[config.mk]
export PLATFORM = sky130hd
export DESIGN_NAME = lsu_ctrl
export DESIGN_NICKNAME = d
export VERILOG_FILES = /design/src/rtl/lsu_ctrl_pkg.sv /design/src/rtl/lsu_align.sv /design/src/rtl/lsu_ctrl.sv
export SDC_FILE = /design/constraint.sdc
export NUM_CORES = 1
export LEC_CHECK = 0
export ABC_AREA = 0
export CORE_MARGIN = 2
export CORE_UTILIZATION = 30
export DETAILED_ROUTE_END_ITERATION = 10
export HOLD_SLACK_MARGIN = 0.02
export RECOVER_POWER = 25
export SLEW_MARGIN = 20
export SYNTH_ARGS = -nofsm -noshare
export SYNTH_HDL_FRONTEND = slang
export SYNTH_SLANG_ARGS = --single-unit
export TNS_END_PERCENT = 5
[constraint.sdc]
create_clock -name clk -period 2 [get_ports clk]
set_clock_uncertainty 0.1 [all_clocks]
set_input_delay 0.2 -clock clk [delete_from_list [all_inputs] [get_ports clk]]
set_output_delay 0.2 -clock clk [all_outputs]
set_load 0.05 [all_outputs]
[src/rtl/lsu_ctrl_pkg.sv]
`default_nettype none
// ============================================================================
// Module      : lsu_ctrl_pkg
// Description : Shared types and constants for the load/store sequencer.
//               The op encodings double as the load-extension unit's control
//               codes, so they must never be renumbered independently.
// Revision    : 1.0 - initial release
// ============================================================================
package lsu_ctrl_pkg;

    // Operation encodings. Load codes are also the extension-unit ctr codes.
    typedef enum logic [2:0] {
        OP_LW  = 3'b000,
        OP_LB  = 3'b001,
        OP_LBU = 3'b010,
        OP_LH  = 3'b011,
        OP_LHU = 3'b100,
        OP_SW  = 3'b101,
        OP_SB  = 3'b110,
        OP_SH  = 3'b111
    } op_t;

    // Sequencer states
    typedef enum logic [2:0] {
        IDLE  = 3'd0,
        CHECK = 3'd1,
        REQ   = 3'd2,
        RESP  = 3'd3,
        ERR   = 3'd4
    } state_t;

    // Byte-enable base patterns (shifted into the addressed lane)
    localparam logic [3:0] c_BE_BYTE = 4'b0001;
    localparam logic [3:0] c_BE_HALF = 4'b0011;
    localparam logic [3:0] c_BE_WORD = 4'b1111;

    // Loads occupy codes 000..100; everything above is a store.
    function automatic logic is_load(input op_t op);
        return (op == OP_LW) || (op == OP_LB) || (op == OP_LBU) ||
               (op == OP_LH) || (op == OP_LHU);
    endfunction

endpackage : lsu_ctrl_pkg
`default_nettype wire

[src/rtl/lsu_align.sv]
`default_nettype none
// ============================================================================
// Module      : lsu_align
// Description : Combinational lane logic for the load/store sequencer.
//               Produces byte enables, lane-replicated store data, the
//               misalignment flag, and the byte-aligned read word.
// Ports       : i_type       - latched operation
//               i_addr_lo    - latched byte address bits [1:0]
//               i_wdata      - latched right-justified store data
//               i_rdata      - memory read word
//               o_be         - byte enables
//               o_wdata      - replicated store data
//               o_misaligned - address is illegal for this access size
//               o_ext_a      - read word shifted right to lane 0
// Revision    : 1.0 - initial release
// ============================================================================
module lsu_align
    import lsu_ctrl_pkg::*;
(
    input  op_t         i_type,
    input  logic [1:0]  i_addr_lo,
    input  logic [31:0] i_wdata,
    input  logic [31:0] i_rdata,
    output logic [3:0]  o_be,
    output logic [31:0] o_wdata,
    output logic        o_misaligned,
    output logic [31:0] o_ext_a
);

    always_comb begin
        o_be         = c_BE_WORD;
        o_wdata      = i_wdata;
        o_misaligned = 1'b0;
        case (i_type)
            OP_SB: begin
                o_be    = c_BE_BYTE << i_addr_lo;
                o_wdata = {4{i_wdata[7:0]}};
            end
            OP_SH: begin
                // Half lanes sit at byte 0 or byte 2
                o_be         = c_BE_HALF << {i_addr_lo[1], 1'b0};
                o_wdata      = {2{i_wdata[15:0]}};
                o_misaligned = i_addr_lo[0];
            end
            OP_LH, OP_LHU: o_misaligned = i_addr_lo[0];
            OP_LW, OP_SW:  o_misaligned = |i_addr_lo;
            default:       ;
        endcase
    end

    // Shift the addressed byte/half down to bit 0 for the extension unit
    assign o_ext_a = i_rdata >> {i_addr_lo, 3'b000};

endmodule : lsu_align
`default_nettype wire

[src/rtl/lsu_ctrl.sv]
`default_nettype none
// ============================================================================
// Module      : lsu_ctrl
// Description : Load/store sequencer between CPU control and data memory.
//               Accepts one op at a time, checks alignment, issues a
//               word-aligned memory request, waits for ack (with timeout),
//               and registers the extended load result.
// Ports       : clk, rst_n                      - clock / async low reset
//               i_op_valid/type/addr/wdata      - CPU op request
//               o_busy, o_done, o_rdata         - CPU stall / completion / result
//               o_exc_adel/ades/bus             - exceptions, pulse with done
//               o_mem_req/we/addr/be/wdata      - memory request (registered)
//               i_mem_ack, i_mem_rdata          - memory response
//               o_ext_a, o_ext_ctr, i_ext_z     - external load-extension unit
// Revision    : 1.0 - initial release
// ============================================================================
module lsu_ctrl
    import lsu_ctrl_pkg::*;
#(
    parameter int TIMEOUT = 16,
    parameter int CNT_W   = 5
) (
    input  logic        clk,
    input  logic        rst_n,
    input  logic        i_op_valid,
    input  logic [2:0]  i_op_type,
    input  logic [31:0] i_op_addr,
    input  logic [31:0] i_op_wdata,
    output logic        o_busy,
    output logic        o_done,
    output logic [31:0] o_rdata,
    output logic        o_exc_adel,
    output logic        o_exc_ades,
    output logic        o_exc_bus,
    output logic        o_mem_req,
    output logic        o_mem_we,
    output logic [31:0] o_mem_addr,
    output logic [3:0]  o_mem_be,
    output logic [31:0] o_mem_wdata,
    input  logic        i_mem_ack,
    input  logic [31:0] i_mem_rdata,
    output logic [31:0] o_ext_a,
    output logic [2:0]  o_ext_ctr,
    input  logic [31:0] i_ext_z
);

    // Last counter value before timeout; reached on the TIMEOUT-th unacked cycle
    localparam logic [CNT_W-1:0] c_CNT_LAST = CNT_W'(TIMEOUT - 1);

    state_t           r_state;
    op_t              r_type;
    logic [31:0]      r_addr;
    logic [31:0]      r_wdata;
    logic [CNT_W-1:0] r_cnt;

    logic [3:0]  w_be;
    logic [31:0] w_wdata;
    logic        w_misaligned;
    logic        w_is_load;

    assign w_is_load = is_load(r_type);

    lsu_align u_align (
        .i_type       (r_type),
        .i_addr_lo    (r_addr[1:0]),
        .i_wdata      (r_wdata),
        .i_rdata      (i_mem_rdata),
        .o_be         (w_be),
        .o_wdata      (w_wdata),
        .o_misaligned (w_misaligned),
        .o_ext_a      (o_ext_a)
    );

    // Load codes are the extension-unit codes; stores present pass-through
    assign o_ext_ctr = w_is_load ? 3'(r_type) : 3'b000;

    always_ff @(posedge clk or negedge rst_n) begin
        if (!rst_n) begin
            r_state     <= IDLE;
            r_type      <= OP_LW;
            r_addr      <= '0;
            r_wdata     <= '0;
            r_cnt       <= '0;
            o_busy      <= 1'b0;
            o_done      <= 1'b0;
            o_rdata     <= '0;
            o_exc_adel  <= 1'b0;
            o_exc_ades  <= 1'b0;
            o_exc_bus   <= 1'b0;
            o_mem_req   <= 1'b0;
            o_mem_we    <= 1'b0;
            o_mem_addr  <= '0;
            o_mem_be    <= '0;
            o_mem_wdata <= '0;
        end else begin
            // Completion flags are single-cycle pulses
            o_done     <= 1'b0;
            o_exc_adel <= 1'b0;
            o_exc_ades <= 1'b0;
            o_exc_bus  <= 1'b0;

            case (r_state)
                IDLE: begin
                    if (i_op_valid) begin
                        r_type  <= op_t'(i_op_type);
                        r_addr  <= i_op_addr;
                        r_wdata <= i_op_wdata;
                        o_busy  <= 1'b1;
                        r_state <= CHECK;
                    end
                end

                CHECK: begin
                    if (w_misaligned) begin
                        o_busy     <= 1'b0;
                        o_done     <= 1'b1;
                        o_exc_adel <= w_is_load;
                        o_exc_ades <= !w_is_load;
                        r_state    <= ERR;
                    end else begin
                        o_mem_req   <= 1'b1;
                        o_mem_we    <= !w_is_load;
                        o_mem_addr  <= {r_addr[31:2], 2'b00};
                        o_mem_be    <= w_be;
                        o_mem_wdata <= w_wdata;
                        r_cnt       <= '0;
                        r_state     <= REQ;
                    end
                end

                REQ: begin
                    // Ack takes priority over a coincident timeout
                    if (i_mem_ack) begin
                        if (w_is_load) begin
                            o_rdata <= i_ext_z;
                        end
                        o_mem_req <= 1'b0;
                        o_mem_we  <= 1'b0;
                        o_busy    <= 1'b0;
                        o_done    <= 1'b1;
                        r_state   <= RESP;
                    end else if (r_cnt == c_CNT_LAST) begin
                        o_mem_req <= 1'b0;
                        o_mem_we  <= 1'b0;
                        o_busy    <= 1'b0;
                        o_done    <= 1'b1;
                        o_exc_bus <= 1'b1;
                        r_state   <= ERR;
                    end else begin
                        r_cnt <= r_cnt + 1'b1;
                    end
                end

                RESP:    r_state <= IDLE;
                ERR:     r_state <= IDLE;
                default: r_state <= IDLE;
            endcase
        end
    end

endmodule : lsu_ctrl
`default_nettype wire

; ---- Word level (Yosys, flattened, before mapping)
; Cells that the tools add are included.
[totals]
reg_bits = 180
in_bits = 135
output_inout_bits = 142
elab_cells = 88
[classes]
n_addsub = 1
n_eq_ne = 16
shift = 3
muxes = 32
n_bitwise = 1
n_reduce_logical = 19
[op_table]
columns = op, count
row1 = $pmux W32 S2, 1
row2 = $shr A32 B5 Y32, 1
row3 = $mux W1, 15
row4 = $mux W3, 5
row5 = $mux W5, 3
row6 = $eq A3 B3 Y1 const B, 4
row7 = $pmux W5 S2, 1
row8 = $eq A3 B2 Y1 const B, 3
row9 = $pmux W3 S3, 1
row10 = $ne A2 B2 Y1 const B, 4
row11 = $pmux W1 S2, 4
row12 = $pmux W4 S2, 1
row13 = $reduce_and A4 Y1, 2
row14 = $eq A3 B1 Y1 const B, 2
row15 = $logic_not A3 Y1, 2
row16 = $reduce_and A2 Y1, 3
row17 = $reduce_and A3 Y1, 2
row18 = $add A5 B1 Y5 const B, 1
row19 = $eq A5 B4 Y1 const B, 1
row20 = $logic_or A1 B1 Y1, 4
row21 = $reduce_or A2 Y1, 2
row22 = $shl A1 B2 Y4 const A, 1
row23 = $shl A2 B2 Y4 const A, 1
row24 = $ne A3 B3 Y1 const B, 1
row25 = 7 further kinds, 7

; ---- Depth between registers and ports, before layout
[logic_depth]
ltp_word = 8
mapped_depth = 7
depth_no_buf = 7

; ---- Cells and area by module
; A second synthesis with hierarchy kept.
[unflattened]
cells_unflattened = 710
area_unflattened_um2 = 8164.1
[by_module_without_submodules]
columns = mod, instances, cells_per_inst, area_each_um2, seq_area_each_um2
row1 = lsu_ctrl, 1, 558, 7088.0, 4504.3
row2 = lsu_align, 1, 152, 1076.0, 0.0

; ---- Worst setup path before layout
; No wires, ideal clock.
[synth_path]
kind = register to output
from = reg r_addr[0]
to = out o_ext_a[10]
arrival_time_ns = 2.145
t_required_ns = 1.700
path_slack_ns = -0.445
stages_incl_launch_ff = 5
n_path_buf = 2
cell_sequence = dfrtp_1 clkbuf_1 clkbuf_1 mux2i_1 o21ai_0
[synth_via]
elab_chain_len = 1
[synth_lines]
columns = element, line
row1 = "start, declared", lsu_ctrl.sv:52  ; logic [31:0] r_addr;
row2 = "start signal, assigned", lsu_ctrl.sv:106  ; r_addr <= i_op_addr;
row3 = $shr A32 B5 Y32, lsu_align.sv:52  ; assign o_ext_a = i_rdata >> {i_addr_lo, 3'b000};
row4 = "end, declared", lsu_ctrl.sv:42  ; output logic [31:0] o_ext_a,
; No other way between the ends.

; ---- Worst setup path in the final report
[layout_path]
from = reg r_addr[0]
to = out o_ext_a[3]
; The elaborated chain is that of the path after synthesis.

==> results.tsv <==
metric	value	unit
hold_ws	0.2501	ns
Detail Placement HPWL	15.28	mm
final setup vio count	4	
Setup Crit Path Kind	reg2out	
Final Max Tran Viols	0	
CP max stage delay	0.41	ns
fmax	496.3	MHz
first-pass GRT wire length	33.38	mm
Layout fillers	2358	
CTS max path bufs	2	
fin crit period	2.015	ns
Worst R2R End	o_mem_addr[22]	
Ys Warns	0	
commonest non-fill, non-tap cells in the layout	clkdlybuf4s50_1, dfrtp_1, mux2_2	
HP Class	in2reg	
flop2flop setup slack	0.11	ns
outcome	finished with violations	
Final Hold Viols	0	
most common cell after layout, fill and taps aside	clkdlybuf4s50_1	
routed vias/inst	4.559	
antenna violations before repair	2	
Cells after Synth	568	
CP max FO	16	
sequential share of the synthesized area	56.73	%
die area	27780	sq um
Async SR Flop Fraction	100.0	%
RSZ-0062 raised after global routing	true	
leak pwr	5.206	nW
PortBufs	274	
CTS Sinks	180	
vias in the first global route	5769	
DR DRC count	0	
CP startpoint kind	flop	
GPL Wtd Cong	0.8233	
TritonCTS buffer count	17	
Via Count	5548	
crit-path cells	buf_12 > clkbuf_16 > mux2i_4 > a21oi_2 > buf_12	
site row count	59	
Post-Layout Cell Count	1217	
Setup WS post-layout	-0.01489	ns
period utilisation layout	100.7	%
number of maximum-capacitance violations	0	
gr ovfl total	0	
Worst Hold Depth	3	
Die Height	166.7	microns
Yosys reg bits	180	
VDD IR max	1.137	mV
CP endpoint kind	output pin	
Post-synth EDFFs	0	
Starting Density	30.47	%
I/O pin count	277	
synthesized cell area	7940	sq um
Root Buffer	clkbuf_16	
worst-margin pin slew	0.8345	ns
Area growth syn-to-layout	55.55	%
total negative slack	-0.04145	ns
worst reg2reg startpoint	r_addr[0]	
pwr dens	2044	nW/um^2
worst path arrival time	1.71	ns
Reg2Reg Depth	6	
share of layout cells above drive strength 1	35.80	%
violated checks	setup timing	
Die Span X	166.7	microns
worst-skew pair later-pin latency	0.42	ns
Final ANT Viol Nets	0	
CP bufs+invs	3	
Mean Syn Cell Area	13.98	sq um
Hold Path Sink	r_addr[1]	
violation count after the first detailed-route iteration	203	
library cells used by synthesis	46	
final design utilization	47.40	%
routed wire length	21.05	mm
HP Start	i_op_addr[1]	
most used cell, CP	buf_12	
htree depth	4	
CP max stage cell	dfrtp_1	
Total Power	25.24	mW
Tot GR Track Use	15.36	%
Rel. slew slack	44.37	%
Top delay family on crit path	buffers and inverters	
Nets	1004	
Top FF cell, synth	dfrtp_1	
router iterations before antenna repair	4	
Placed Cells	1179	
wire length per cell	17.29	microns
CTS tree	yes	
Clk pin slew, worst setup/hold paths	0.07	ns
largest net degree at the start of global routing	60	
Worst Path Required	1.70	ns
core area	26060	sq um
-- worst max-delay path by stage --
| stage | depth (start not counted) | slack [ns] | endpoint | start |
|---|---|---|---|---|
| 6_report | 5 | -0.01 | o_ext_a[3] | r_addr[0] |
| 5_1_grt | 5 | -0.09 | o_ext_a[3] | r_addr[0] |
| 4_1_cts | 5 | -0.07 | o_ext_a[6] | r_addr[0] |
| 3_5_place_dp | 6 | 0.007 | r_wdata[27] | i_op_valid |
| 3_3_place_gp | 6 | 0.03 | r_wdata[2] | i_op_valid |
| 2_1_floorplan | 4 | -0.16 | o_ext_a[1] | r_addr[0] |
-- report_power, final --
group          switching (mW)  internal [mW]  total [mW]  leakage, nW
clock network            1.56           1.73        3.29        0.286
registers                1.08           5.47        6.55         2.14
logic                    8.54           6.86        15.4         2.78
-- layout make-up --
type | count | area (sq um) | share of cell area (%)
Clock inverter | 13 | 130.1 | 1.054
Multi-Input combinational cell | 351 | 3352 | 27.14
Inverter | 4 | 15.01 | 0.1216
Timing Repair Buffer | 313 | 3471 | 28.10
Antenna cell | 2 | 5.005 | 0.04052
Tap cell | 335 | 419.2 | 3.394
Sequential cell | 180 | 4506 | 36.48
Clock buffer | 19 | 452.9 | 3.667
-- worst reg2reg max path, cell delays in order, from the launching register on --
cell	delay [ns]
dfrtp_1	0.40
buf_4	0.19
nand3_1	0.10
o21a_1	0.16
o21ai_4	0.22
buf_12	0.23
mux2_2	0.39
-- flip-flops by register name, summed over array words and instances, names as in the netlist --
signal / cells
o_mem_wdata: 32
o_rdata: 32
r_addr: 32
r_wdata: 32
o_mem_addr: 30
r_cnt: 5
o_mem_be: 4
r_state: 3
r_type: 3
o_busy: 1
o_done: 1
o_exc_adel: 1
o_exc_ades: 1
o_exc_bus: 1
o_mem_req: 1
o_mem_we: 1
-- Yosys cell counts (all sizes together), types with 2 or more instances --
master  number  share of area, %
buf         26               2.7
clkbuf       8              0.39
o21ai       28               1.8
ha           2              0.32
nor2        17              0.84
and3         3              0.24
mux2       180                26
xor2         2              0.22
dfrtp      180                57
nand2       28               1.3
mux2i       25               3.2
nor2b       11              0.96
nand2b       5              0.39
and2         9              0.74
nand3        6              0.44
nor3b        2              0.33
a21oi       11              0.74
inv          4              0.19
a211oi       9              0.85
nor3         2              0.19
-- layer usage --
metal / global-route usage, % / share of wire (%)
met5: 0 / 0
met4: 4.423 / 1.7
met3: 3.921 / 5.3
met2: 25.30 / 49
met1: 20.05 / 44
-- stage by stage --
stage | cell area (sq um) | setup WS, ns
finish | 12350 | -0.01489
global route | 12350 | -0.09445
CTS | 12220 | -0.07198
detailed placement | 11570 | 0.007303
global placement | 11570 | 0.03398
floorplan | 7948 | -0.1596
-- logic make-up after synthesis --
family          Yosys count  synth area share, %
compound gates           54                4.050
xor+xnor                  2               0.2207
fa+ha+maj                 2               0.3151
buf+inv                  38                3.278
flops                   180                56.73
mux                     205                29.63
other cells               1              0.04723
simple gates             86                5.736
-- repair_timing --
action,in CTS,in global routing
gates cloned,0,1
hold buffers,1,0
endpoints found under the setup margin,29,44
endpoints found under the hold margin,54,0
gates resized for setup,13,31
setup buffers,0,2
pin swaps,0,5
Note: power is estimated with default switching activity, not from simulation.
==> patch: new RTL, same settings <==
Reset style: synchronous (`rst_n`), changed in one clocked block. Comments in the files are not updated.
--- a/src/rtl/lsu_ctrl.sv
+++ b/src/rtl/lsu_ctrl.sv
@@ -75,5 +75,5 @@
     assign o_ext_ctr = w_is_load ? 3'(r_type) : 3'b000;
 
-    always_ff @(posedge clk or negedge rst_n) begin
+    always_ff @(posedge clk) begin
         if (!rst_n) begin
             r_state     <= IDLE;
Function: differs if rst_n is asserted again (counterexample within 4 cycles, from zero or initial values and one cycle with rst_n low); with rst_n held inactive, the same outputs for 4 cycles.
==> patch against the original RTL <==
Routed wire length grew 14%. Cell area decreased by 4.7%. Largest cell class is now multi-input combinational cells. Die area is 3.0% lower. Via count up 30%. Global-route usage grew 1.7 points. Sequential cell count unchanged. Utilization decreased by 0.67 points. Worst setup slack gained 0.082 ns. Synthesized area decreased by 3.1%.
Power is not compared: it rests on default switching activity, and its combinational part moved more than twofold at a synthesized area within 25%.
==> patch: results (changes against the original RTL) <==
Hold EP o_rdata[2]$_SDFFE_PN0P_ (was r_addr[1]$_DFFE_PN0P_); non-clk buf share 28.9% (was 28.1%); R2R cell count 8 (was 6); ClkCell Share 4.85% (was 4.72%); Crit path arrival time 1.63 ns (was 1.71 ns); placed standard-cell area 11,100 µm² (was 11,600 µm²); Multi-input gate area 3750 µm² (was 3350 µm²); first-pass GRT wire length 36,200 µm (was 33,400 µm); Total GRT Usage 17.1% (was 15.4%); met2 wire length 11,200 µm (was 10,300 µm); max_slew headroom 51.5% (was 44.4%); reg2reg start r_addr[0]$_SDFFE_PN0P_ (was r_addr[0]$_DFFE_PN0P_); row count 58 (was 59); mean post-synth cell area 8.27 µm² (was 14.0 µm²); slowest stage delay, CP 0.37 ns (was 0.41 ns); Top FF cell, synth dfxtp_1 (was dfrtp_1); post-route insts no fill 1,525 (was 1,217); fraction of layout cells with a size suffix above 1 10.4% (was 35.8%); DR top layer met5 (was met4); Post-CTS Resized 7 (was 13); top cells by area, synth dfxtp_1, nand2_1, mux2i_1, a21oi_1, clkbuf_1 (was dfrtp_1, mux2_2, mux2_4, mux2i_1, mux2_1); HPWL after DPL 16,700 µm (was 15,300 µm); clkbuf count 17 (was 19); asr flop ratio synth 0% (was 100%); wl on met1 10,700 µm (was 9270 µm); inverters 6 (was 4); Worst R2R End o_mem_be[0]$_SDFFE_PN0P_ (was o_mem_addr[22]$_DFFE_PN0P_); GPL Wtd Cong 0.782 (was 0.823); diode count 0 (was 2); routed via count 7,223 (was 5,548); final net count 1,319 (was 1,004); most frequent cells after synthesis nand2_1, dfxtp_1, a21oi_1 (was dfrtp_1, mux2_2, nand2_1); hold path cells 2 (was 3); vias in the first global route 6,776 (was 5,769); crit path time final 1.93 ns (was 2.01 ns); status finished clean (was complete, but fails checks)
==> patch: cell types whose count changed after synthesis, sizes merged, moves of 8 or more <==
cell     delta
nand2     +300
dfrtp     -180
dfxtp     +180
mux2      -180
a21oi      +80
mux2i      +58
clkbuf     +40
a21boi     +23
o211a      +17
o211ai     +16
o21ai      -11
o2111ai     +8
==> patch: report_power, final <==
| group | switching [W] | internal, W | leakage (nW) | total (W) |
|---|---|---|---|---|
| Clock | 0.00161 | 0.00166 | 0.280 | 0.00327 |
| Combinational | 0.00152 | 0.00111 | 2.72 | 0.00263 |
| Sequential | 0.000155 | 0.00380 | 1.47 | 0.00396 |
| Total | 0.00328 | 0.00657 | 4.46 | 0.00985 |
==> patch: worst max-delay path by stage <==
stage / start / endpoint / cells past startpoint
6_report: r_addr[1]$_SDFFE_PN0P_ / o_ext_a[3] / 4
5_1_grt: r_addr[1]$_SDFFE_PN0P_ / o_ext_a[3] / 4
4_1_cts: r_addr[0]$_SDFFE_PN0P_ / o_ext_a[20] / 5
3_5_place_dp: i_op_valid / r_addr[21]$_SDFFE_PN0P_ / 7
3_3_place_gp: i_op_valid / r_wdata[22]$_SDFFE_PN0P_ / 7
2_1_floorplan: r_addr[1]$_SDFFE_PN0P_ / o_ext_a[14] / 3
==> patch: cells by family after synthesis <==
| logic type | after synthesis | synth area share, % |
|---|---|---|
| xor gates and xnor gates | 2 | 0.228 |
| DFF | 180 | 46.8 |
| adders and majority gates | 2 | 0.325 |
| buffers and inverters | 84 | 5.04 |
| other | 1 | 0.0487 |
| AOI/OAI and AO/OA | 190 | 16.0 |
| and+or+nand+nor | 389 | 20.7 |
| muxes | 83 | 10.8 |
